**src/rtl/control_fsm_pkg.sv**
```systemverilog
// Shared RV32I control types: opcode map, write-back and next-PC selects,
// and the multicycle controller state encoding.
package control_fsm_pkg;

  typedef enum logic [6:0] {
    OPC_LOAD   = 7'h03,
    OPC_OP_IMM = 7'h13,
    OPC_AUIPC  = 7'h17,
    OPC_STORE  = 7'h23,
    OPC_OP     = 7'h33,
    OPC_LUI    = 7'h37,
    OPC_BRANCH = 7'h63,
    OPC_JALR   = 7'h67,
    OPC_JAL    = 7'h6F,
    OPC_SYSTEM = 7'h73
  } rv32i_opcode_t;

  typedef enum logic [1:0] {
    SEL_ALU  = 2'd0,
    SEL_MEM  = 2'd1,
    SEL_PCP4 = 2'd2
  } regfile_sel_t;

  typedef enum logic [1:0] {
    NOT_JUMPING   = 2'd0,
    JUMP_J_TYPE   = 2'd1,
    JUMP_I_TYPE   = 2'd2,
    BRANCH_B_TYPE = 2'd3
  } jump_type_t;

  typedef enum logic [3:0] {
    S_IDLE,
    S_FETCH,
    S_LATCH,
    S_DECODE,
    S_EXEC_ALU,
    S_MEM_RD,
    S_MEM_WB,
    S_MEM_WR,
    S_JUMP_J,
    S_JUMP_I,
    S_BRANCH,
    S_HALT,
    S_TRAP
  } ctrl_state_t;

endpackage

```
**src/rtl/control_decode.sv**
```systemverilog
// Maps the latched opcode to the state that follows DECODE; anything outside
// the supported RV32I subset lands in TRAP.
module control_decode
  import control_fsm_pkg::*;
(
  input  rv32i_opcode_t opcode,
  output ctrl_state_t   next_state
);

  always_comb begin
    next_state = S_TRAP;
    case (opcode)
      OPC_OP, OPC_OP_IMM, OPC_LUI, OPC_AUIPC: next_state = S_EXEC_ALU;
      OPC_LOAD:   next_state = S_MEM_RD;
      OPC_STORE:  next_state = S_MEM_WR;
      OPC_JAL:    next_state = S_JUMP_J;
      OPC_JALR:   next_state = S_JUMP_I;
      OPC_BRANCH: next_state = S_BRANCH;
      OPC_SYSTEM: next_state = S_HALT;
      default:    next_state = S_TRAP;
    endcase
  end

endmodule

```
**src/rtl/control_fsm.sv**
```systemverilog
// Multicycle RV32I control unit: fetch/decode/execute sequencing, run gating,
// sticky halt/trap status and a retired-instruction counter.
module control_fsm
  import control_fsm_pkg::*;
#(
  parameter int WIDTH = 32
) (
  input  logic               clk,
  input  logic               rst,
  input  logic               run,
  input  rv32i_opcode_t      opcode,
  input  logic               take_branch,
  output logic               regfile_wren,
  output logic               ir_wren,
  output logic               pc_inc,
  output logic               mem_wren,
  output logic               ram_raddr_31_20,
  output regfile_sel_t       regfile_sel_from_alu_mem_pcp4,
  output jump_type_t         jumping,
  output logic               halted,
  output logic               trap,
  output logic [WIDTH-1:0]   instret
);

  ctrl_state_t state;
  ctrl_state_t next_state;
  ctrl_state_t decode_next;
  logic        retire;

  control_decode u_decode (
    .opcode     (opcode),
    .next_state (decode_next)
  );

  always_ff @(posedge clk or negedge rst) begin
    if (!rst) begin
      state   <= S_IDLE;
      instret <= '0;
    end else begin
      state <= next_state;
      if (retire) instret <= instret + WIDTH'(1);
    end
  end

  // Outputs follow the state alone, except the branch PC enable.
  always_comb begin
    next_state                    = state;
    retire                        = 1'b0;
    regfile_wren                  = 1'b0;
    ir_wren                       = 1'b0;
    pc_inc                        = 1'b0;
    mem_wren                      = 1'b0;
    ram_raddr_31_20               = 1'b0;
    regfile_sel_from_alu_mem_pcp4 = SEL_ALU;
    jumping                       = NOT_JUMPING;
    halted                        = 1'b0;
    trap                          = 1'b0;

    case (state)
      S_IDLE:   if (run) next_state = S_FETCH;
      S_FETCH:  next_state = S_LATCH;
      S_LATCH: begin
        ir_wren    = 1'b1;
        pc_inc     = 1'b1;
        next_state = S_DECODE;
      end
      S_DECODE: next_state = decode_next;
      S_EXEC_ALU: begin
        regfile_wren = 1'b1;
        retire       = 1'b1;
      end
      // Read data arrives one cycle after the address, so the address is held.
      S_MEM_RD: begin
        ram_raddr_31_20 = 1'b1;
        next_state      = S_MEM_WB;
      end
      S_MEM_WB: begin
        ram_raddr_31_20               = 1'b1;
        regfile_wren                  = 1'b1;
        regfile_sel_from_alu_mem_pcp4 = SEL_MEM;
        retire                        = 1'b1;
      end
      S_MEM_WR: begin
        ram_raddr_31_20 = 1'b1;
        mem_wren        = 1'b1;
        retire          = 1'b1;
      end
      S_JUMP_J: begin
        regfile_wren                  = 1'b1;
        regfile_sel_from_alu_mem_pcp4 = SEL_PCP4;
        pc_inc                        = 1'b1;
        jumping                       = JUMP_J_TYPE;
        retire                        = 1'b1;
      end
      S_JUMP_I: begin
        regfile_wren                  = 1'b1;
        regfile_sel_from_alu_mem_pcp4 = SEL_PCP4;
        pc_inc                        = 1'b1;
        jumping                       = JUMP_I_TYPE;
        retire                        = 1'b1;
      end
      S_BRANCH: begin
        jumping = BRANCH_B_TYPE;
        pc_inc  = take_branch;
        retire  = 1'b1;
      end
      S_HALT:   halted = 1'b1;
      S_TRAP:   trap   = 1'b1;
      default:  next_state = S_IDLE;
    endcase

    // run only matters at instruction boundaries.
    if (retire) next_state = run ? S_FETCH : S_IDLE;
  end

endmodule

```
**config.mk**
```make
export PLATFORM = sky130hd
export DESIGN_NAME = control_fsm
export DESIGN_NICKNAME = d
export VERILOG_FILES = /design/src/rtl/control_fsm_pkg.sv /design/src/rtl/control_decode.sv /design/src/rtl/control_fsm.sv
export SDC_FILE = /design/constraint.sdc
export NUM_CORES = 1
export LEC_CHECK = 0
export CAP_MARGIN = 0
export CELL_PAD_IN_SITES_DETAIL_PLACEMENT = 1
export CELL_PAD_IN_SITES_GLOBAL_PLACEMENT = 2
export CORE_AREA = 2 2 99 77
export CTS_CLUSTER_DIAMETER = 40
export CTS_CLUSTER_SIZE = 25
export DETAILED_ROUTE_END_ITERATION = 10
export DIE_AREA = 0 0 101 79
export HOLD_SLACK_MARGIN = 0.08
export PLACE_DENSITY = 0.85
export SLEW_MARGIN = 10
export SYNTH_ARGS = -nofsm -noshare
export SYNTH_HDL_FRONTEND = slang
export SYNTH_SLANG_ARGS = --single-unit
```
**constraint.sdc**
```tcl
create_clock -name clk -period 2.28 [get_ports clk]
set_clock_uncertainty 0.2 [all_clocks]
set_input_delay 0.228 -clock clk [delete_from_list [all_inputs] [get_ports clk]]
set_output_delay 0.228 -clock clk [all_outputs]
set_load 0.02 [all_outputs]
```
==> tab_implementation.tex, run 1 <==
\begin{tabular}{lr}
\hline
Metric & Value \\
\hline
\multicolumn{2}{l}{\textbf{Status}} \\
Result of the run & finished clean \\
\multicolumn{2}{l}{\textbf{Pwr}} \\
Worst VDD drop & 0.0003743 V \\
P per Cell Area & 848.9 nW/um\^{}2 \\
Tot Pwr & roughly 2300 uW \\
Static Leakage & 0.001205 uW \\
\multicolumn{2}{l}{\textbf{Clock tree}} \\
Cell chosen for the clock root & sky130\_fd\_sc\_hd\_\_clkbuf\_8 \\
Clock transition at the registers of the reported paths & 80 ps \\
Count of H-tree levels built during CTS & 2 \\
Number of buffers added for setup after CTS & 0 \\
Clock tree from TritonCTS & yes \\
Post-CTS Hold Fix Bufs & 0 \\
CTS Buf Count & 5 \\
Max clock buf depth & 2 \\
Worst-Skew Late Latency & 290 ps \\
Sink count of the clock tree & 36 \\
\multicolumn{2}{l}{\textbf{Setup path}} \\
Worst EP required & 1850 ps \\
Flop2flop setup slack & around 180 ps \\
Depth of the worst register-to-register path & 5 \\
Highest fanout seen on the critical path & 10 \\
Beginning of the worst register-to-register path & instret[3] \\
Buffering stage count on the worst path with inverters included & 1 \\
CP peak stage delay & around 620 ps \\
Startpoint kind of the worst setup timing path & flip-flop \\
Highest-delay cell along the critical path & sky130\_fd\_sc\_hd\_\_clkdlybuf4s50\_1 \\
Critical-path cell list & nand2b\_2 -> nor2\_1 -> clkdlybuf4s50\_1 \\
Data arrival time at the worst-slack endpoint & 1690 ps \\
Kind of cell adding the most delay to the critical path & buffers and inverters \\
Reg-to-Reg End & instret[31] \\
Critical path capture point type & output port \\
Startpoint-to-endpoint class of the critical path & reg -> out \\
\multicolumn{2}{l}{\textbf{Logic synthesis}} \\
Cell type contributing the most total cell area after synthesis & sky130\_fd\_sc\_hd\_\_dfrtp\_1 \\
Largest cells by area after synthesis & sky130\_fd\_sc\_hd\_\_dfrtp\_1, sky130\_fd\_sc\_hd\_\_xor2\_1, sky130\_fd\_sc\_hd\_\_xnor2\_1 \\
Mapped Cells & 203 \\
Per-instance average area after synthesis & 9.492 sq um \\
Leading cell type by number of instances after synthesis & sky130\_fd\_sc\_hd\_\_dfrtp\_1 \\
Yosys warnings & 0 \\
Top cells by count, synth & sky130\_fd\_sc\_hd\_\_dfrtp\_1, sky130\_fd\_sc\_hd\_\_nor2\_1, sky130\_fd\_sc\_hd\_\_nand2\_1 \\
Synth top area share & 46.75\% \\
Share of synthesized registers carrying an async set or reset & 100.0\% \\
Post-Syn Nets & between 200 and 250 \\
Sequential fraction of the synthesis area & 46.75\% \\
Top flip-flop cell by instance count after synthesis & sky130\_fd\_sc\_hd\_\_dfrtp\_1 \\
Post-synth EDFFs & 0 \\
Total of flip-flops plus latches after synthesis & 36 \\
Unique masters post-synth & 36 \\
Mapped Area & 1927 sq um \\
\multicolumn{2}{l}{\textbf{GRT}} \\
Antenna violations before repair & 0 \\
GRT Total Usage & 14.01\% \\
Largest net degree at the start of global routing & 37 \\
Number of global-route vias before repair & between 1,500 and 2,000 \\
Total overflow reported by the global router & 0 \\
First-pass GRT wire length & between 8000 and 9000 um \\
\multicolumn{2}{l}{\textbf{Drt}} \\
Average detailed-routed wire length per instance & 14.62 um \\
Final ANT Viol Nets & 0 \\
DR pass1 iterations & 4 \\
Total detailed-routing wirelength & 5174 um \\
DRC violation count after routing & 0 \\
Total via count after detailed routing & around 1,700 \\
Detail-routed via count per cell & 4.780 \\
Detailed router's first-iteration violation count & 52 \\
\multicolumn{2}{l}{\textbf{Cells and area}} \\
Post-layout net count & between 200 and 300 \\
Summed area of non-filler cells in the final layout & 2710 sq um \\
Filler instances & slightly above 800 \\
Fraction of layout instances using a drive strength above 1 & 8.989\% \\
Layout-stage area growth over the synthesis result & 40.65\% \\
\# diodes & 0 \\
\multicolumn{2}{l}{\textbf{Hold path}} \\
Worst hold-check path type & in -> async \\
\multicolumn{2}{l}{\textbf{Placed design}} \\
Input/output buffers & 53 \\
Placed wire-length estimate & a little under 4000 um \\
Placed inst area & 2610 sq um \\
Placer congestion estimate & 0.7850 \\
\multicolumn{2}{l}{\textbf{Floorplanning}} \\
I/O pin count & 54 \\
Initial Util & 27.16\% \\
Standard cell core area & 7094 sq um \\
Number of placement rows & 27 \\
DIE AREA & 7979 sq um \\
Die Span X & approximately 100 um \\
Die Ht & a little under 80 um \\
\multicolumn{2}{l}{\textbf{Flow run}} \\
Max-Cap Viols & 0 \\
\multicolumn{2}{l}{\textbf{STA}} \\
Final hold slack & roughly 170 ps \\
Relative slew margins & 68.26\% \\
RSZ-0062 raised after global routing & false \\
Post-layout min period & around 2100 ps \\
Total negative setup slack & 0 ps \\
Final Setup Violations & 0 \\
Total count of max-transition violations in the final report & 0 \\
Highest Clock Rate & approximately 470 MHz \\
Slew at the pin closest to its max-slew limit & between 400 and 500 ps \\
Period utilization & 92.84\% \\
Final Hold Fails & 0 \\
\hline
\end{tabular}
[state kept, by name, indices dropped and copies added, names as in the netlist]
| name | flops |
|---|---|
| state | 4 |
| instret | 32 |
[worst register-to-register path, stage by stage, from the launching register on]
cell and delay, ps:
sky130_fd_sc_hd__dfrtp_1 460, sky130_fd_sc_hd__and4_1 290, sky130_fd_sc_hd__nand2_1 100, sky130_fd_sc_hd__nand4b_1 430, sky130_fd_sc_hd__nor4_1 350, sky130_fd_sc_hd__xor2_1 190
[stage by stage]
stage	std cells	setup slack, ps	utilization, %
2_1_floorplan	203	185.4	-
3_3_place_gp	347	239.2	36.79
3_5_place_dp	347	140.5	36.79
4_1_cts	354	1.468	38.10
5_1_grt	354	30.84	38.20
6_report	354	163.2	38.20
[worst max path at each step]
stage,cells after the start,slack [ps],endpoint,from
finish,3,160,regfile_sel_from_alu_mem_pcp4[1],state[2]
CTS,4,1,trap,state[0]
floorplan,7,190,instret[20],state[3]
global placement,5,240,instret[31],state[2]
global route,6,30,instret[26],instret[14]
detailed placement,5,140,instret[31],state[2]
[power by group]
group / switching, uW / total [uW] / leakage, uW / internal (uW)
Sequential: 90.4 / 803 / 0.000490 / 712
Combinational: 576 / 1000 / 0.000664 / 428
Clock: 224 / 494 / 0.0000503 / 269
Total: 891 / 2300 / 0.00120 / 1410
[layer usage]
layer	vias to the layer above	wire (um)	global-route usage, %
li1	823	-	-
met1	824	2608	19.57
met2	37	2286	21.67
met3	8	199	3.433
met4	0	78	3.784
met5	-	0	0
[cells in the final DEF (no fill, tap or decap), drive strengths merged, types with 5 or more instances in the layout]
master and count:
clkdlybuf4s50 45, dfrtp 36, nor2 21, nand2 19, nand3 18, xor2 17
xnor2 15, nor3 12, buf 11, nand2b 9, inv 7, clkbuf 7
a21oi 5, o21ai 5, dlygate4sd2 5
[kinds of logic after synthesis]
| family | count (synthesis) | synth area share [%] |
|---|---|---|
| AOI/OAI and AO/OA | 23 | 8.312 |
| xor gates and xnor gates | 32 | 14.94 |
| DFF | 36 | 46.75 |
| adders and majority gates | 1 | 0.6492 |
| buffers and inverters | 14 | 3.377 |
| and+or+nand+nor | 97 | 25.97 |
[layout make-up]
class,count,area [sq um],area share [%]
clock buffer,7,96.34,3.555
multi-input combinational,153,963.4,35.55
inverter,7,26.28,0.9695
timing repair buffer,64,614.3,22.67
sequential,36,900.9,33.24
tap,87,108.9,4.017
[what timing repair did]
action,CTS,global route
endpoints found under the setup margin,5,3
gates cloned,0,0
hold endpoints to repair,0,0
resized for setup,6,3
Note: power is estimated with default switching activity, not from simulation.
==> inputs of run 2 (changes only) <==
- ABC_AREA: default -> 1
- CORE_AREA: 2 2 99 77 -> 2 2 113 88
- DIE_AREA: 0 0 101 79 -> 0 0 115 90
- PLACE_DENSITY: 0.85 -> 0.88
==> run 2 against run 1 <==
  * Core utilization decreased by 2.8 points
  * Clock-buffer cell count unchanged
  * Largest power group unchanged
  * Cell area increased by 22%
  * Sequential cell count unchanged
  * Total power increased by 20%
  * Cell count increased by 58%
  * Die area increased by 30%
  * Synthesized area increased by 27%
  * Via count increased by 53%
==> tab_implementation.tex, run 2 <==
\begin{tabular}{lr}
\hline
Metric & Value \\
\hline
\multicolumn{2}{l}{\textbf{Logic synthesis}} \\
Unique masters post-synth & 28 (-22\%) \\
Post-synth EDFFs & 0 (unchanged) \\
Largest cells by area after synthesis & sky130\_fd\_sc\_hd\_\_dfrtp\_1, sky130\_fd\_sc\_hd\_\_nand2\_1, sky130\_fd\_sc\_hd\_\_nor2\_1 \\
Post-Syn Nets & 398 (+85\%) \\
Sequential fraction of the synthesis area & 36.77\% (-10 points) \\
Synth top area share & 36.77\% (-10 points) \\
Share of synthesized registers carrying an async set or reset & 100.0\% (unchanged) \\
Top flip-flop cell by instance count after synthesis & sky130\_fd\_sc\_hd\_\_dfrtp\_1 \\
Yosys warnings & 0 (unchanged) \\
Mapped Cells & 386 (+90\%) \\
Mapped Area & 2450 sq um (+27\%) \\
Leading cell type by number of instances after synthesis & sky130\_fd\_sc\_hd\_\_nand2\_1 \\
Total of flip-flops plus latches after synthesis & 36 (unchanged) \\
Per-instance average area after synthesis & 6.347 sq um (-33\%) \\
Cell type contributing the most total cell area after synthesis & sky130\_fd\_sc\_hd\_\_dfrtp\_1 \\
Top cells by count, synth & sky130\_fd\_sc\_hd\_\_nand2\_1, sky130\_fd\_sc\_hd\_\_nor2\_1, sky130\_fd\_sc\_hd\_\_inv\_1 \\
\multicolumn{2}{l}{\textbf{STA}} \\
Slew at the pin closest to its max-slew limit & 879.7 ps (+403.6 ps) \\
Final Setup Violations & 0 (unchanged) \\
Final Hold Fails & 0 (unchanged) \\
Highest Clock Rate & 457.7 MHz (-3.1\%) \\
Post-layout min period & 2185 ps (+68.31 ps) \\
Total negative setup slack & 0 ps (unchanged) \\
Relative slew margins & 41.35\% (-27 points) \\
RSZ-0062 raised after global routing & false \\
Period utilization & 95.84\% (+3.0 points) \\
Total count of max-transition violations in the final report & 0 (unchanged) \\
\multicolumn{2}{l}{\textbf{Cells and area}} \\
Post-route insts no fill & 560 (+58\%) \\
Fin util & 35.39\% (-2.8 points) \\
Post-layout net count & 457 (+64\%) \\
Summed area of non-filler cells in the final layout & 3294 sq um (+22\%) \\
Flip-flop count of the largest register after layout & 32 (unchanged) \\
Storage element area & 900.9 sq um (unchanged) \\
Register ranked first by flip-flop count & instret \\
Filler instances & 1,197 (+46\%) \\
Most common cell after layout, fill and taps aside & sky130\_fd\_sc\_hd\_\_nand2\_1 \\
Fraction of layout instances using a drive strength above 1 & 6.517\% (-2.5 points) \\
Layout-stage area growth over the synthesis result & 34.47\% \\
Most frequent cells in the layout & sky130\_fd\_sc\_hd\_\_nand2\_1, sky130\_fd\_sc\_hd\_\_nor2\_1, sky130\_fd\_sc\_hd\_\_clkdlybuf4s50\_1 \\
Area taken by multi-input logic gates & 1365 sq um (+42\%) \\
\# diodes & 0 (unchanged) \\
Biggest registers after layout & instret: 32 flops, state: 4 flops \\
\multicolumn{2}{l}{\textbf{Setup path}} \\
Highest fanout seen on the critical path & 9 (-1) \\
Buffering stage count on the worst path with inverters included & 1 (unchanged) \\
Startpoint kind of the worst setup timing path & flip-flop \\
Highest-delay cell along the critical path & sky130\_fd\_sc\_hd\_\_clkdlybuf4s50\_1 \\
CP peak stage delay & 610 ps (about the same) \\
Worst EP required & 1850 ps (about the same) \\
Kind of cell adding the most delay to the critical path & buffers and inverters \\
Data arrival time at the worst-slack endpoint & 1760 ps (+70 ps) \\
Critical-path cell list & nand2\_1 -> nand2\_2 -> nor2\_1 -> clkdlybuf4s50\_1 \\
Flop2flop setup slack & 340 ps (+160 ps) \\
Critical path capture point type & output port \\
Startpoint-to-endpoint class of the critical path & reg -> out \\
\multicolumn{2}{l}{\textbf{Placed design}} \\
Placed wire-length estimate & 6224 um (+57\%) \\
Placer congestion estimate & 0.8316 (+5.9\%) \\
Placed inst area & 3112 sq um (+19\%) \\
Placed insts & 552 (+59\%) \\
Input/output buffers & 53 (unchanged) \\
\multicolumn{2}{l}{\textbf{GRT}} \\
GRT Total Usage & 16.39\% (+2.4 points) \\
Largest net degree at the start of global routing & 37 (unchanged) \\
Antenna violations before repair & 0 (unchanged) \\
First-pass GRT wire length & 13,560 um (+53\%) \\
Total overflow reported by the global router & 0 (unchanged) \\
Number of global-route vias before repair & 2,789 (+59\%) \\
\multicolumn{2}{l}{\textbf{Clock tree}} \\
Count of H-tree levels built during CTS & 2 (unchanged) \\
CTS Buf Count & 5 (unchanged) \\
Clock transition at the registers of the reported paths & 60 ps (-20 ps) \\
Max clock buf depth & 2 (unchanged) \\
Cell chosen for the clock root & sky130\_fd\_sc\_hd\_\_clkbuf\_16 \\
Worst-Skew Late Latency & 280 ps (about the same) \\
Sink count of the clock tree & 36 (unchanged) \\
Clock tree from TritonCTS & yes \\
\multicolumn{2}{l}{\textbf{Pwr}} \\
Worst VDD drop & 0.0004260 V (+14\%) \\
Clock network power share & 26.7\% (+5.2 points) \\
Share of power burned in combinational logic & 42.0\% (-1.7 points) \\
Power Internal & 1581 uW (+12\%) \\
Static Leakage & 0.001561 uW (+30\%) \\
P per Cell Area & 835.5 nW/um\^{}2 (-1.6\%) \\
Flop pwr share & 31.3\% (-3.6 points) \\
Sw Pwr & 1171 uW (+31\%) \\
Switching Share & 42.55\% (+3.8 points) \\
\multicolumn{2}{l}{\textbf{Floorplanning}} \\
Die Ht & 90 um (+14\%) \\
Die Span X & 115 um (+14\%) \\
Initial Util & 26.32\% (-0.84 points) \\
I/O pin count & 54 (unchanged) \\
Number of placement rows & 31 (+15\%) \\
Standard cell core area & 9309 sq um (+31\%) \\
DIE AREA & 10,350 sq um (+30\%) \\
\multicolumn{2}{l}{\textbf{Drt}} \\
Total via count after detailed routing & 2,587 (+53\%) \\
DRC violation count after routing & 0 (unchanged) \\
Detailed router's first-iteration violation count & 80 (+54\%) \\
Total detailed-routing wirelength & 7970 um (+54\%) \\
Final ANT Viol Nets & 0 (unchanged) \\
Average detailed-routed wire length per instance & 14.23 um (-2.6\%) \\
DR pass1 iterations & 4 (unchanged) \\
Detail-routed via count per cell & 4.620 (-3.3\%) \\
\multicolumn{2}{l}{\textbf{Hold path}} \\
Worst hold-check path type & reg -> reg \\
\multicolumn{2}{l}{\textbf{Status}} \\
Result of the run & finished clean \\
\multicolumn{2}{l}{\textbf{Flow run}} \\
Max-Cap Viols & 0 (unchanged) \\
\hline
\end{tabular}
run 2: cell types whose count changed after synthesis, sizes merged, moves of 4 or more:
cell / before / now
nand2b: 9 / 0
nor2b: 4 / 0
inv: 7 / 45
nand2: 19 / 161
nor4: 4 / 0
xor2: 17 / 7
nand3: 18 / 27
nor2: 21 / 74
o22ai: 4 / 0
nand4: 1 / 7
nor3: 12 / 3
xnor2: 15 / 6
run 2: area by class of cell:
class,count,share of cell area (%)
flip-flops and latches,36,27.35
multi-input cells,301,41.44
well taps,115,4.368
inverters,45,5.203
repair buffers,56,17.01
clock buffers,7,4.633
run 2: power by group through the flow:
| stage | registers, uW | clock network (uW) | logic (uW) |
|---|---|---|---|
| 2_1_floorplan | 878 | 0 | 686 |
| 3_3_place_gp | 858 | 0 | 1160 |
| 3_5_place_dp | 863 | 0 | 1180 |
| 4_1_cts | 855 | 751 | 1170 |
| 5_1_grt | 880 | 775 | 1280 |
| 6_report | 863 | 734 | 1160 |
run 2: cells by family (layout without fill, tap and decap cells):
logic type,count (synthesis),in the layout,synth area share [%]
xor gates and xnor gates,13,13,4.648
buffers and inverters,49,108,7.916
DFF,36,36,36.77
AOI/OAI and AO/OA,12,12,3.013
and+or+nand+nor,275,275,47.14
adders and majority gates,1,1,0.5106
run 2: per-stage QoR:
step | hold slack, ps | setup WS (ps) | power [uW]
after floorplan | -267.6 | 458.5 | 1564
after global placement | 195.9 | 254.7 | 2020
after detailed placement | 196.7 | 194.4 | 2041
after CTS | 346.1 | -4.718 | 2776
after global routing | 356.9 | 1.588 | 2932
final | 338.0 | 94.93 | 2752
run 2: repair_timing:
item                       in CTS  in global routing
hold buffers                    1                  0
hold endpoints to repair       36                  0
gates resized for setup         3                  7
pin swaps                       0                  0
buffers inserted                0                  0
setup endpoints to repair       3                  6
run 2: final timing paths:
kind,cells after the start,to,startpoint
worst max-delay path,4,jumping[1],state[0]
worst min-delay path,2,instret[31],instret[31]
worst max register to register,6,instret[13],instret[2]
worst min register to register,2,instret[31],instret[31]
max in group asynchronous,2,instret[29],rst
min in group asynchronous,2,instret[12],rst
run 2: worst min-delay path: cells and delay by family, from the launching register on:
kind               cells  cell delay, ps
AOI/OAI and AO/OA      1              90
DFF                    1             360
and+or+nand+nor        1              60
run 2: per-layer routing:
metal  share of wire (%)  track usage (%)
met1                  49            21.60
met2                  46            27.30
met3                 3.7            4.113
met4                0.64            2.912
met5                   0                0
